===== config.mk =====
export PLATFORM = sky130hd
export DESIGN_NAME = line_score_bcd_counter
export DESIGN_NICKNAME = d
export VERILOG_FILES = /design/src/rtl/line_score_bcd_counter.sv
export SDC_FILE = /design/constraint.sdc
export NUM_CORES = 1
export LEC_CHECK = 0
export ABC_CLOCK_PERIOD_IN_PS = 1900
export CAP_MARGIN = 20
export CORE_UTILIZATION = 38
export DETAILED_ROUTE_END_ITERATION = 10
export GPL_TIMING_DRIVEN = 1
export SLEW_MARGIN = 40
export SYNTH_ARGS = -nofsm -noshare
export SYNTH_HDL_FRONTEND = slang
export SYNTH_SLANG_ARGS = --single-unit

===== constraint.sdc =====
create_clock -name clk_i -period 1.9 [get_ports clk_i]
set_clock_uncertainty 0.15 [all_clocks]
set_input_delay 0.19 -clock clk_i [delete_from_list [all_inputs] [get_ports clk_i]]
set_output_delay 0.19 -clock clk_i [all_outputs]
set_load 0.03 [all_outputs]

===== src/rtl/line_score_bcd_counter.sv =====
// rtl/line_score_bcd_counter.sv - line-clear points to saturating two-digit BCD score
// Adds one point per clock in ADD, handshaking line-clear events from the playfield logic.
module line_score_bcd_counter #(
    parameter int PTS_1     = 1,
    parameter int PTS_2     = 3,
    parameter int PTS_3     = 5,
    parameter int PTS_4     = 8,
    parameter int MAX_SCORE = 99
) (
    input  logic       clk_i,
    input  logic       rst_i,
    input  logic       restart_i,
    input  logic       clear_valid_i,
    input  logic [2:0] clear_count_i,
    output logic       clear_ready_o,
    output logic [9:0] score_o,
    output logic       add_done_o,
    output logic       saturated_o,
    output logic       bad_count_o
);

    typedef enum logic {IDLE, ADD} state_t;

    localparam logic [3:0] MAX_TENS = 4'(MAX_SCORE / 10);
    localparam logic [3:0] MAX_ONES = 4'(MAX_SCORE % 10);

    state_t     state_q, state_d;
    logic [3:0] remaining_q, remaining_d;
    logic [3:0] tens_q, tens_d;
    logic [3:0] ones_q, ones_d;
    logic       add_done_q, add_done_d;
    logic       bad_count_q, bad_count_d;
    logic       saturated_q, saturated_d;
    logic [3:0] pts;
    logic       accept;
    logic       at_max;

    assign clear_ready_o = (state_q == IDLE) & ~restart_i & ~rst_i;
    assign accept        = clear_valid_i & clear_ready_o;
    assign at_max        = (tens_q == MAX_TENS) && (ones_q == MAX_ONES);

    always_comb begin
        pts = 4'd0;
        case (clear_count_i)
            3'd1:    pts = 4'(PTS_1);
            3'd2:    pts = 4'(PTS_2);
            3'd3:    pts = 4'(PTS_3);
            3'd4:    pts = 4'(PTS_4);
            default: pts = 4'd0;
        endcase
    end

    always_comb begin
        state_d     = state_q;
        remaining_d = remaining_q;
        tens_d      = tens_q;
        ones_d      = ones_q;
        add_done_d  = 1'b0;
        bad_count_d = 1'b0;
        case (state_q)
            IDLE: begin
                if (accept) begin
                    if (clear_count_i >= 3'd1 && clear_count_i <= 3'd4) begin
                        remaining_d = pts;
                        if (pts != 4'd0) begin
                            state_d = ADD;
                        end else begin
                            add_done_d = 1'b1;
                        end
                    end else begin
                        bad_count_d = 1'b1;
                    end
                end
            end
            ADD: begin
                // Increments past the cap are swallowed but still consume a cycle.
                if (!at_max) begin
                    if (ones_q == 4'd9) begin
                        ones_d = 4'd0;
                        tens_d = tens_q + 4'd1;
                    end else begin
                        ones_d = ones_q + 4'd1;
                    end
                end
                remaining_d = remaining_q - 4'd1;
                if (remaining_q == 4'd1) begin
                    state_d    = IDLE;
                    add_done_d = 1'b1;
                end
            end
            default: state_d = IDLE;
        endcase
        saturated_d = (tens_d == MAX_TENS) && (ones_d == MAX_ONES);
    end

    always_ff @(posedge clk_i) begin
        if (rst_i || restart_i) begin
            state_q     <= IDLE;
            remaining_q <= 4'd0;
            tens_q      <= 4'd0;
            ones_q      <= 4'd0;
            add_done_q  <= 1'b0;
            bad_count_q <= 1'b0;
            saturated_q <= 1'b0;
        end else begin
            state_q     <= state_d;
            remaining_q <= remaining_d;
            tens_q      <= tens_d;
            ones_q      <= ones_d;
            add_done_q  <= add_done_d;
            bad_count_q <= bad_count_d;
            saturated_q <= saturated_d;
        end
    end

    assign score_o     = {1'b0, tens_q, 1'b0, ones_q};
    assign add_done_o  = add_done_q;
    assign bad_count_o = bad_count_q;
    assign saturated_o = saturated_q;

endmodule


==> summary.md <==
| Metric | Value |
|---|---|
| Status | `complete, no violations` |
| Die Wd | `50.6 µm` |
| DRT Wirelength | `1880 µm` |
| Antenna Nets Post-Route | `0` |
| Critical Path AT | `1.46 ns` |
| Area growth from synthesis to layout | `26.6%` |
| CP top delay family | `buffers and inverters` |
| Clock buffer depth | `2` |
| Max Fanout on Critical Path | `7` |
| Initial Util | `0.406` |
| Routed vias/inst | `5.31` |
| Initial antenna violation count | `0` |
| Top post-synthesis cells by area | `dfxtp_1, ha_1, nor2_1, a21oi_1, a221oi_1` |
| Yosys reg bits | `16` |
| Worst min path class | `flop to flop` |
| Period Utilization, post-route | `0.946` |
| Via count | `817` |
| Cell Pwr Density | `524 mW/mm²` |
| TritonCTS clock tree | `yes` |
| Post-Place Setup Slack | `0.132 ns` |
| Final Wtd Congestion | `0.749` |
| Synthesized instance count | `106` |
| Final worst slack | `0.103 ns` |
| Root buffer cell | `clkbuf_4` |
| Post-synthesis sequential area ratio | `0.357` |
| Synthesis Warnings | `0` |
| Cell variety after synth | `41` |
| Final Hold Fails | `0` |
| Most frequent cells after synthesis | `dfxtp_1, nor2_1, a21oi_1, nand2_1, inv_1` |
| Number of enable flip-flop cells after synthesis | `0` |
| Final instance area | `0.00114 mm²` |
| CP endpoint kind | `output pin` |
| Total Neg Setup Slack | `0 ns` |
| Routed len/inst | `12.2 µm` |
| Cell count after placement | `151` |
| Minimum clock period | `1.80 ns` |
| Vias in the first global route | `773` |
| Final setup violation count | `0` |
| DR DRC count | `0` |
| RSZ-0062 raised after global routing | `no` |
| Filler cells | `220` |
| Die area | `0.00256 mm²` |
| Crit path kind | `flop to output pin` |
| Core Area | `0.00221 mm²` |
| Avg Cell Area, Syn | `8.48 µm²` |
| CP Cell Sequence | `clkdlybuf4s50_1` |
| Synth top area share | `0.357` |
| Final non-filler cell total | `154` |
| CTS hold repair buffers | `0` |
| CTS buffer count | `3` |
| Maximum VDD drop | `0.301 mV` |
| H-Tree Depth | `1` |
| GRT Total Usage | `0.168` |
| Total power | `0.000596 W` |
| Share of cells above drive strength 1 | `0.119` |
| CP startpoint kind | `flop` |
| Slowest-stage cell, CP | `clkdlybuf4s50_1` |
| Worst EP required | `1.56 ns` |
| Max stage delay on crit path | `0.72 ns` |
| Main synth FF type | `dfxtp_1` |
| DR pass1 iterations | `3` |
| Detailed Route Iter0 Violations | `12` |
| First-pass GRT wire length | `3230 µm` |
| Leak | `0.416 nW` |
| Worst Path Buf+Inv | `1` |
| Placed cell area | `0.00111 mm²` |
| Pin count of the biggest net entering global routing | `13` |
| # rows | `17` |
| Total Nets Final | `139` |
| Slew Limit Fails | `0` |
| Sink Count | `16` |
| Async S/R FF share, synth | `0` |
| Worst-path clk slew | `0.08 ns` |
| Most common cell in the netlist | `dfxtp_1` |
| Antenna cells | `0` |
| Post-Syn Area | `898 µm²` |
| Die height | `50.6 µm` |
| Post-detail-place hpwl | `1430 µm` |
| PortBufs | `18` |
| Total congestion overflow | `0` |
| # IOs | `21` |
| Max Cap Violations | `0` |
| Worst-skew pair later-pin latency | `0.28 ns` |
| Yosys top cell by area | `dfxtp_1` |
| Max Fclk | `557 MHz` |
==> final timing paths <==
path / start / endpoint / slack, ns / cells past startpoint
worst max register to register: tens_q[0] / saturated_o / 0.12 / 5
worst max-delay path: tens_q[0] / score_o[5] / 0.10 / 1
worst min register to register: remaining_q[2] / add_done_o / 0.38 / 1
worst min-delay path: remaining_q[2] / add_done_o / 0.38 / 1
==> metal layers <==
metal	track usage	share of wire
met1	0.193	0.47
met2	0.278	0.49
met3	0.0333	0.025
met4	0.116	0.018
met5	0	0
==> repair_timing <==
action                     in CTS  in global routing
hold endpoints to repair        0                  0
setup endpoints to repair       0                  1
buffers inserted                0                  0
resized for setup               0                  1
==> power breakdown <==
part,internal [W],switching (W),leakage [nW]
Clock,0.0000735,0.0000990,0.0138
Sequential,0.000340,0.00000553,0.130
Combinational,0.0000363,0.0000414,0.272
==> area by class of cell <==
| type | instances | area (µm²) | area share |
|---|---|---|---|
| multi-input cells | 80 | 529 | 0.465 |
| repair buffers | 22 | 210 | 0.185 |
| flip-flops and latches | 16 | 322 | 0.283 |
| inverters | 5 | 18.8 | 0.0165 |
| well taps | 28 | 35.0 | 0.0308 |
| clock buffers | 3 | 22.5 | 0.0198 |
==> through the flow <==
step                 util  hold WS, ns
finish              0.514        0.377
global route        0.514        0.413
CTS                 0.513        0.376
detailed placement  0.503        0.362
global placement    0.503        0.364
floorplan               -        0.156
==> cell usage in the layout, fill, tap and decap left out, types with 3 or more instances in the layout <==
cell	synthesis	layout
nand2_1	6	6
a221oi_1	3	3
nor3_1	3	3
a21oi_1	6	6
inv_1	5	5
dfxtp_1	16	15
clkbuf_4	0	3
clkdlybuf4s50_1	0	16
ha_1	4	4
buf_4	2	5
nand3_1	3	3
xnor2_1	3	3
nor2_1	12	12
o21ai_0	4	4
o21ai_1	3	3
==> state kept, by name (all words and copies together), names as in the netlist <==
name	count
ones_q	4
remaining_q	4
tens_q	4
add_done_o	1
bad_count_o	1
saturated_o	1
state_q	1
==> cell families (layout without fill, tap and decap cells) <==
| logic type | count (synthesis) | after routing | share of synthesized area |
|---|---|---|---|
| AOI/OAI and AO/OA | 26 | 26 | 0.189 |
| xor gates and xnor gates | 5 | 5 | 0.0488 |
| adders and majority gates | 4 | 4 | 0.0557 |
| buffers and inverters | 11 | 30 | 0.0585 |
| DFF | 16 | 16 | 0.357 |
| muxes | 3 | 3 | 0.0362 |
| other | 1 | 2 | 0.00417 |
| and+or+nand+nor | 40 | 40 | 0.251 |
Note: power is estimated with default switching activity, not from simulation.
